`src/rtl/mdu_iterative_div_if.sv`:
```
// Request/response bundle between the execute stage and the iterative divider.
// Latency: none; this file only declares wires.
// Backpressure: the requester watches busy and holds off start until it falls.
interface mdu_iterative_div_if #(
  parameter int WIDTH = 32
);
  logic             start;
  logic             is_signed;
  logic [WIDTH-1:0] dividend;
  logic [WIDTH-1:0] divisor;
  logic             flush;
  logic             busy;
  logic             done;
  logic [WIDTH-1:0] hi;
  logic [WIDTH-1:0] lo;
  logic             div_by_zero;

  modport master (
    output start, is_signed, dividend, divisor, flush,
    input  busy, done, hi, lo, div_by_zero
  );

  modport slave (
    input  start, is_signed, dividend, divisor, flush,
    output busy, done, hi, lo, div_by_zero
  );
endinterface

```
`src/rtl/mdu_iterative_div.sv`:
```
// Multi-cycle restoring divider: quotient on lo, remainder on hi, signed or unsigned.
// Latency: WIDTH/BITS_PER_CYCLE + 2 edges from start to done (2 for a zero divisor).
// Backpressure: start is ignored while an operation is in flight; flush aborts it.
module mdu_iterative_div #(
  parameter int WIDTH          = 32,
  parameter int BITS_PER_CYCLE = 1
) (
  input logic               clock,
  input logic               reset_n,
  mdu_iterative_div_if.slave bus
);
  localparam int             N       = WIDTH / BITS_PER_CYCLE;
  localparam int             CW      = $clog2(N + 1);
  localparam logic [CW-1:0]  N_LOAD  = CW'(N);
  localparam logic [CW-1:0]  CNT_ONE = CW'(1);

  typedef enum logic [1:0] {S_IDLE = 2'd0, S_CALC = 2'd1, S_FIX = 2'd2} state_t;

  state_t           r_state, w_state_nxt;
  logic [CW-1:0]    r_cnt;
  logic [WIDTH-1:0] r_rem, r_quo, r_dvs;
  logic             r_qneg, r_rneg, r_dbz_pend;
  logic             r_commit, r_busy, r_done, r_dbz;
  logic [WIDTH-1:0] r_hi, r_lo;

  logic             w_accept, w_a_neg, w_b_neg, w_b_zero;
  logic [WIDTH-1:0] w_a_mag, w_b_mag;
  logic [WIDTH-1:0] w_rem_step, w_quo_step;
  logic [WIDTH:0]   w_shift, w_diff;
  logic             w_busy_nxt, w_commit_nxt, w_done_nxt, w_dbz_nxt;
  logic [WIDTH-1:0] w_hi_nxt, w_lo_nxt;

  // Operand magnitudes and acceptance; busy also covers the result-staging cycle after FIX
  always_comb begin
    w_a_neg  = bus.is_signed & bus.dividend[WIDTH-1];
    w_b_neg  = bus.is_signed & bus.divisor[WIDTH-1];
    w_a_mag  = w_a_neg ? -bus.dividend : bus.dividend;
    w_b_mag  = w_b_neg ? -bus.divisor : bus.divisor;
    w_b_zero = (bus.divisor == '0);
    w_accept = (r_state == S_IDLE) & ~r_busy & bus.start & ~bus.flush;
  end

  // BITS_PER_CYCLE restoring steps; the quotient register doubles as the dividend shifter
  always_comb begin
    w_rem_step = r_rem;
    w_quo_step = r_quo;
    w_shift    = '0;
    w_diff     = '0;
    for (int i = 0; i < BITS_PER_CYCLE; i++) begin
      w_shift    = {w_rem_step, w_quo_step[WIDTH-1]};
      w_quo_step = {w_quo_step[WIDTH-2:0], 1'b0};
      w_diff     = w_shift - {1'b0, r_dvs};
      if (!w_diff[WIDTH]) begin
        w_rem_step    = w_diff[WIDTH-1:0];
        w_quo_step[0] = 1'b1;
      end else begin
        w_rem_step = w_shift[WIDTH-1:0];
      end
    end
  end

  // State register
  always_ff @(posedge clock or negedge reset_n) begin
    if (!reset_n) r_state <= S_IDLE;
    else          r_state <= w_state_nxt;
  end

  // Next-state: a zero divisor skips CALC entirely
  always_comb begin
    w_state_nxt = r_state;
    case (r_state)
      S_IDLE:  if (w_accept) w_state_nxt = w_b_zero ? S_FIX : S_CALC;
      S_CALC:  if (bus.flush) w_state_nxt = S_IDLE;
               else if (r_cnt == CNT_ONE) w_state_nxt = S_FIX;
      S_FIX:   w_state_nxt = S_IDLE;
      default: w_state_nxt = S_IDLE;
    endcase
  end

  // Datapath capture on accept, iterate in CALC; a zero divisor parks the raw dividend in r_quo
  always_ff @(posedge clock or negedge reset_n) begin
    if (!reset_n) begin
      r_cnt      <= '0;
      r_rem      <= '0;
      r_quo      <= '0;
      r_dvs      <= '0;
      r_qneg     <= 1'b0;
      r_rneg     <= 1'b0;
      r_dbz_pend <= 1'b0;
    end else if (w_accept) begin
      r_cnt      <= N_LOAD;
      r_rem      <= '0;
      r_quo      <= w_b_zero ? bus.dividend : w_a_mag;
      r_dvs      <= w_b_mag;
      r_qneg     <= w_a_neg ^ w_b_neg;
      r_rneg     <= w_a_neg;
      r_dbz_pend <= w_b_zero;
    end else if (r_state == S_CALC) begin
      r_cnt <= r_cnt - CNT_ONE;
      r_rem <= w_rem_step;
      r_quo <= w_quo_step;
    end
  end

  // Output decode: FIX arms a commit, the following edge applies sign fixup and pulses done
  always_comb begin
    w_busy_nxt   = (r_state != S_IDLE) & ~bus.flush;
    w_commit_nxt = (r_state == S_FIX) & ~bus.flush;
    w_done_nxt   = r_commit & ~bus.flush;
    w_hi_nxt     = r_hi;
    w_lo_nxt     = r_lo;
    w_dbz_nxt    = r_dbz;
    if (w_done_nxt) begin
      if (r_dbz_pend) begin
        w_lo_nxt  = '1;
        w_hi_nxt  = r_quo;
        w_dbz_nxt = 1'b1;
      end else begin
        w_lo_nxt  = r_qneg ? -r_quo : r_quo;
        w_hi_nxt  = r_rneg ? -r_rem : r_rem;
        w_dbz_nxt = 1'b0;
      end
    end
  end

  // Output registers
  always_ff @(posedge clock or negedge reset_n) begin
    if (!reset_n) begin
      r_busy   <= 1'b0;
      r_commit <= 1'b0;
      r_done   <= 1'b0;
      r_hi     <= '0;
      r_lo     <= '0;
      r_dbz    <= 1'b0;
    end else begin
      r_busy   <= w_busy_nxt;
      r_commit <= w_commit_nxt;
      r_done   <= w_done_nxt;
      r_hi     <= w_hi_nxt;
      r_lo     <= w_lo_nxt;
      r_dbz    <= w_dbz_nxt;
    end
  end

  assign bus.busy        = r_busy;
  assign bus.done        = r_done;
  assign bus.hi          = r_hi;
  assign bus.lo          = r_lo;
  assign bus.div_by_zero = r_dbz;
endmodule
```
`src/flat_wrapper.sv`:
```
// flat-port wrapper written by rule: the top's interface ports become plain ports
module mdu_iterative_div_flat 
#(
  parameter int WIDTH          = 32,
  parameter int BITS_PER_CYCLE = 1
)
  (clock, reset_n, bus_start, bus_is_signed, bus_dividend, bus_divisor, bus_flush, bus_busy, bus_done, bus_hi, bus_lo, bus_div_by_zero);
  mdu_iterative_div_if #(.WIDTH(WIDTH)) bus_i ();
  input logic clock;
  input logic reset_n;
  input wire logic [$bits(bus_i.start)-1:0] bus_start;
  input wire logic [$bits(bus_i.is_signed)-1:0] bus_is_signed;
  input wire logic [$bits(bus_i.dividend)-1:0] bus_dividend;
  input wire logic [$bits(bus_i.divisor)-1:0] bus_divisor;
  input wire logic [$bits(bus_i.flush)-1:0] bus_flush;
  output wire logic [$bits(bus_i.busy)-1:0] bus_busy;
  output wire logic [$bits(bus_i.done)-1:0] bus_done;
  output wire logic [$bits(bus_i.hi)-1:0] bus_hi;
  output wire logic [$bits(bus_i.lo)-1:0] bus_lo;
  output wire logic [$bits(bus_i.div_by_zero)-1:0] bus_div_by_zero;
  assign bus_i.start = bus_start;
  assign bus_i.is_signed = bus_is_signed;
  assign bus_i.dividend = bus_dividend;
  assign bus_i.divisor = bus_divisor;
  assign bus_i.flush = bus_flush;
  assign bus_busy = bus_i.busy;
  assign bus_done = bus_i.done;
  assign bus_hi = bus_i.hi;
  assign bus_lo = bus_i.lo;
  assign bus_div_by_zero = bus_i.div_by_zero;
  mdu_iterative_div #(.WIDTH(WIDTH), .BITS_PER_CYCLE(BITS_PER_CYCLE)) u_core (.clock(clock), .reset_n(reset_n), .bus(bus_i));
endmodule
```
`config.mk`:
```
export PLATFORM = sky130hd
export DESIGN_NAME = mdu_iterative_div_flat
export DESIGN_NICKNAME = d
export VERILOG_FILES = /design/src/rtl/mdu_iterative_div_if.sv /design/src/rtl/mdu_iterative_div.sv /design/src/flat_wrapper.sv
export SDC_FILE = /design/constraint.sdc
export NUM_CORES = 1
export LEC_CHECK = 0
export ABC_AREA = 1
export BUFFER_PORTS_ARGS = -buffer_cell sky130_fd_sc_hd__buf_2
export CAP_MARGIN = 25
export CORE_MARGIN = 2
export CORE_UTILIZATION = 25
export CTS_BUF_LIST = sky130_fd_sc_hd__clkbuf_4
export CTS_CLUSTER_SIZE = 30
export DETAILED_ROUTE_END_ITERATION = 8
export GPL_TIMING_DRIVEN = 0
export PLACE_DENSITY = 0.36
export REMOVE_ABC_BUFFERS = 1
export SLEW_MARGIN = 20
export SYNTH_ARGS = -nofsm -noshare
export SYNTH_HDL_FRONTEND = slang
export SYNTH_SLANG_ARGS = --single-unit
```
`constraint.sdc`:
```
create_clock -name clock -period 5.91 [get_ports clock]
set_clock_uncertainty 0.2 [all_clocks]
set_input_delay 0.2955 -clock clock [delete_from_list [all_inputs] [get_ports clock]]
set_output_delay 0.2955 -clock clock [all_outputs]
set_load 0.05 [all_outputs]
```
# ---- Word-level counts from Yosys, hierarchy flattened
# Cells that the tools add are included.
dict set report word_totals {
  regBits 175
  latchBits 0
  ram_bits 0
  romBits 0
  out_inout_bits 67
  n_memories 0
}
dict set report op_classes {
  add_sub_neg 6
  mul 0
  div 0
  magnitude_cmp 0
  eq_ne 5
  shifts 0
  muxes 21
  bitwise 11
  reduce_logical 5
}
# operator count
set ops {}
lappend ops {{two-way mux 32 bit} 12}
lappend ops {{negation 32 bit} 4}
lappend ops {{subtractor 33 x 32 -> 33 bit} 1}
lappend ops {{logical NOT 32 bit} 1}
lappend ops {{two-way mux 6 bit} 2}
lappend ops {{AND 1 bit} 8}
lappend ops {{two-way mux 2 bit} 4}
lappend ops {{== test 6 x 1 -> 1 bit, second input constant} 1}
lappend ops {{subtractor 6 x 1 -> 6 bit, second input constant} 1}
lappend ops {{case mux 2 bit (2 select lines)} 1}
lappend ops {{nonzero test 2 bit} 2}
lappend ops {{inequality test 3 x 2 -> 1 bit, second input constant} 1}
lappend ops {{== test 2 x 1 -> 1 bit, second input constant} 1}
lappend ops {{== test 2 bit, second input constant} 1}
lappend ops {{logical NOT 2 bit} 1}
lappend ops {{two-way mux 1 bit} 2}
lappend ops {{inequality test 2 x 1 -> 1 bit, second input constant} 1}
lappend ops {{NOT 1 bit} 2}
lappend ops {{AND reduction 2 bit} 1}
lappend ops {{XOR 1 bit} 1}

# ---- Longest topological paths before layout
dict set report depth {
  word_depth 6
  depth_mapped 18
  ltp_nobuf 17
}

# ---- Worst setup path before layout
# OpenSTA, ideal clock, no wires.
dict set report synth_timing {
  path_kind {register -> register}
  start {register u_core.r_quo[31]}
  end {register u_core.r_rem[28]}
  arrival_time_ns 2.057
  setup_slack_ns 3.536
  path_stages_with_launch 18
  n_path_buf 2
  period_less_slack_ns 2.374
  path_cell_list {dfrtp_1 inv_1 ha_1 fa_1 inv_1 nand2_1 nand2_1 nand3_2 nand2_4 nand2_4 nand2_4 nand2_4 nand3_2 buf_6 buf_8 nand3_2 nand3_1 nand2_1}
}
dict set report synth_via {
  elab_chain_cells 4
}
# item line
set synth_lines {}
lappend synth_lines {{start: declaration} mdu_iterative_div.sv:21} ;# logic [WIDTH-1:0] r_rem, r_quo, r_dvs;
lappend synth_lines {{start signal: assignment} mdu_iterative_div.sv:93} ;# r_quo <= w_b_zero ? bus.dividend : w_a_mag;
lappend synth_lines {{start signal: assignment} mdu_iterative_div.sv:101} ;# r_quo <= w_quo_step;
lappend synth_lines {{subtractor 33 x 32 -> 33 bit} mdu_iterative_div.sv:52} ;# w_diff = w_shift - {1'b0, r_dvs};
lappend synth_lines {{two-way mux 32 bit} mdu_iterative_div.sv:53} ;# if (!w_diff[WIDTH]) begin
lappend synth_lines {{two-way mux 32 bit} mdu_iterative_div.sv:98} ;# end else if (r_state == S_CALC) begin
lappend synth_lines {{two-way mux 32 bit} mdu_iterative_div.sv:90} ;# end else if (w_accept) begin
lappend synth_lines {{end signal: assignment} mdu_iterative_div.sv:100} ;# r_rem <= w_rem_step;
lappend synth_lines {{end: declaration} mdu_iterative_div.sv:21}
# No other way between the ends. The select of a mux whose other input is x is not followed.
# A chain may end at the register's enable or synchronous reset.

# ---- Worst setup path in the final report
dict set report layout_timing {
  start {input bus_divisor[31]}
  end {register u_core.r_dvs[30]}
}
dict set report layout_via {
  elab_chain_cells 2
}
# item line
set layout_lines {}
lappend layout_lines {{start: declaration} flat_wrapper.sv:14} ;# input wire logic [$bits(bus_i.divisor)-1:0] bus_divisor;
lappend layout_lines {{AND 1 bit} mdu_iterative_div.sv:36} ;# w_b_neg = bus.is_signed & bus.divisor[WIDTH-1];
lappend layout_lines {{two-way mux 32 bit} mdu_iterative_div.sv:38} ;# w_b_mag = w_b_neg ? -bus.divisor : bus.divisor;
lappend layout_lines {{end signal: assignment} mdu_iterative_div.sv:94} ;# r_dvs <= w_b_mag;
lappend layout_lines {{end: declaration} mdu_iterative_div.sv:21}
# No other way between the ends.

==> run_results.csv <==
group,metric,value,unit
timing,finalSetupViolCount,0,
cts,cts.reportedPaths.clkPinSlew,150,ps
floorplan,num_rows,85,
timing,period_needed,4360,ps
floorplan,initial_core_util,25.2,%
cts,cts.sinks,175,
timing,worst_pin_slew,891,ps
logic_synthesis,synth_area_leaders,"dfrtp_1 32%, nand2_1 18%, nand3_1 8.4%, inv_1 8.1%, nor2_1 5.1%",
logic_synthesis,synthesis.area,13500,um^2
critical_path,arrival,4820,ps
drt,wl,51.4,mm
logic_synthesis,synth_area_leader_cell,"dfrtp_1",
cts,htree_levels,4,
logic_synthesis,ys_seq_area_share,32.3,%
cts,clock-root-buffer,"clkbuf_4",
timing,rsz0062_at_grt,"no",
cts,cts_tree,"built",
critical_path,cp-start-kind,"input pin",
timing,fin_crit_sh,73.8,%
pwr,power.leakage,8.59,nW
timing,setup_ws,1550,ps
drt,avgRoutedWirePerCell,16.9,um
floorplan,coreArea,53700,um^2
logic_synthesis,ys.warnings.count,0,
logic_synthesis,postSynthAreaPerCell,6.55,um^2
cells_and_area,finalNonFillerCells,3041,
cts,clk_latency,780,ps
global_route,overflow,0,
placement,dpl.hpwl,40.0,mm
logic_synthesis,synth_top_area_share,32.3,%
global_route,antenna_found_initial,2,
critical_path,worstRegToRegCells,16,
timing,drv_slew,0,
placement,dp.cells,2841,
cells_and_area,syn_to_final_growth,25.1,%
placement,pre_cts_ws,1990,ps
floorplan,die_h,237,um
drt,drt_iter0_drc,731,
global_route,grt_pass1_vias,14100,
logic_synthesis,async_reset_ff_share,100,%
critical_path,timing.rr.start,"u_core.r_quo[31]",
outcome,outcome,"finished, final reports clean",
global_route,grt_usage,18.9,%
drt,dr.pass1.iters,7,
drt,ant_nets,0,
floorplan,die-area,56000,um^2
drt,drc,0,
cts,cts_setup_buffers,0,
timing,timing.fmax,229,MHz
critical_path,cp_max_fo,20,
cells_and_area,final_common_cell,"nand2_1",
logic_synthesis,ys_seq_elements,175,
critical_path,critPathRequiredTime,6370,ps
hold_path,min_path_type,"input pin to register",
critical_path,ff2ff_setup_slack,2430,ps
critical_path,crit_type,"input pin to register",
logic_synthesis,synth_cell_types,58,
cts,cts_buffers,17,
logic_synthesis,syn_inst,2067,
cells_and_area,drive_gt1_share,10.8,%
cts,cts_max_path_buffers,2,
cells_and_area,layout_common_cells,"634 x nand2_1, 292 x inv_1, 227 x nand3_1, 182 x nor2_1, 175 x dfrtp_1",
logic_synthesis,synth-edff-count,0,
logic_synthesis,ys.flop_type,"dfrtp_1",
pwr,ir_drop,0.201,mV
timing,slew_headroom,40.5,%
global_route,grt_first_pass_wirelength,81.0,mm
placement,place_congestion,0.864,
placement,io_buffers,135,
hold_path,hold_depth,4,
critical_path,end_kind,"register",
run,cap_violations,0,
floorplan,die_x,237,um
timing,hold_viol,0,
floorplan,num_io_pins,136,
hold_path,min_from,"bus_divisor[21]",
cells_and_area,nNetsFinal,2438,
critical_path,crit_start,"bus_divisor[31]",
hold_path,hold_end,"u_core.r_dvs[21]",
drt,routed_via_density,4.57,
drt,vias,13900,
pwr,pwr_density_cell,529,nW/um^2
critical_path,reg2reg_to,"u_core.r_rem[20]",
global_route,grt_max_degree,81,
flip-flops by register name, summed over array words and instances (netlist names):
register                flops
u_core.r_state              2
u_core.r_commit             1
u_core.r_quo               32
u_core.bus.busy             1
u_core.r_dvs               32
u_core.r_cnt                6
u_core.bus.hi              32
u_core.r_rem               32
u_core.r_dbz_pend           1
u_core.bus.lo              32
u_core.bus.done             1
u_core.bus.div_by_zero      1
u_core.r_qneg               1
u_core.r_rneg               1
repair_timing:
action	4_1_cts	5_1_grt
hold buffers	164	0
gates resized for setup	0	0
hold endpoints to repair	247	0
critical path: stages:
cell and delay (ps):
dlygate4sd3_1 520, buf_2 230, nand2_1 430, inv_1 830, nand2_1 210, nand2_1 200
a21oi_2 100, nand2_1 120, nand2_1 50, dlygate4sd3_1 540, nand3_1 80, dlygate4sd3_1 570
o21ai_0 70, dlygate4sd3_1 560
stage by stage:
| step | util (%) | cell area, um^2 | hold WS, ps | setup TNS (ps) | total power, W |
|---|---|---|---|---|---|
| 2_1_floorplan | - | 13200 | -200 | 0 | 0.00632 |
| 3_3_place_gp | 27.5 | 14800 | 266 | -33950 | 0.00804 |
| 3_5_place_dp | 27.8 | 14900 | 17.8 | 0 | 0.00807 |
| 4_1_cts | 31.5 | 16900 | 94.6 | 0 | 0.00908 |
| 5_1_grt | 31.5 | 16900 | 155 | 0 | 0.00991 |
| 6_report | 31.5 | 16900 | 192 | 0 | 0.00897 |
cells in the mapped netlist (17+ instances only):
library cell	n
o21ai_0	93
ha_1	38
nand3b_1	18
nand3_1	227
dfrtp_1	175
nor2_1	183
a21oi_1	45
o221ai_1	17
clkbuf_1	34
o21bai_1	17
nand2_1	636
nor3_1	27
nand4_1	23
xor2_1	47
o22ai_1	23
buf_2	17
inv_1	293
where the power goes:
part           leakage [nW]  switching, W  internal [W]
Clock                 0.167      0.000507      0.000305
Sequential             2.21      0.000575       0.00171
Combinational          6.22       0.00401       0.00186
Total                  8.59       0.00509       0.00388
kinds of logic (layout without fill, tap and decap cells):
| kind of cell | count (synthesis) | count (layout) | synth area share [%] |
|---|---|---|---|
| adder cells (fa/ha/maj) | 39 | 39 | 3.66 |
| XOR/XNOR | 62 | 62 | 4.01 |
| AO/OA/AOI/OAI | 241 | 241 | 10.7 |
| buffers and inverters | 372 | 647 | 10.9 |
| AND/OR/NAND/NOR | 1177 | 1177 | 38.2 |
| multiplexers | 1 | 1 | 0.0832 |
| flip-flops | 175 | 175 | 32.3 |
| other | 0 | 3 | 0 |
final cells by class:
| cell class | count | area [um^2] |
|---|---|---|
| tap | 696 | 871 |
| fill | 5971 | 36800 |
| clock buffer | 19 | 143 |
| multi-input combinational | 1520 | 7700 |
| timing repair buffer | 307 | 2520 |
| sequential | 175 | 4380 |
| inverter | 309 | 1160 |
| antenna | 3 | 7.51 |
| clock inverter | 12 | 161 |
layer usage:
metal	GRT usage (%)	up-vias	wire, um
met2	32.1	233	24200
met3	3.00	56	1460
met5	0	-	0
met4	6.81	0	1430
met1	24.4	6450	24300
li1	-	7164	-
worst max path at each step:
stage / slack, ps / to
after global routing: 1310 / u_core.r_dvs[30]
after global placement: -840 / u_core.bus.lo[2]
after floorplan: 2260 / u_core.r_quo[0]
after detailed placement: 1990 / u_core.r_rem[20]
after CTS: 1610 / u_core.r_dvs[30]
final: 1550 / u_core.r_dvs[30]
Power figures use the tool's default switching activity.
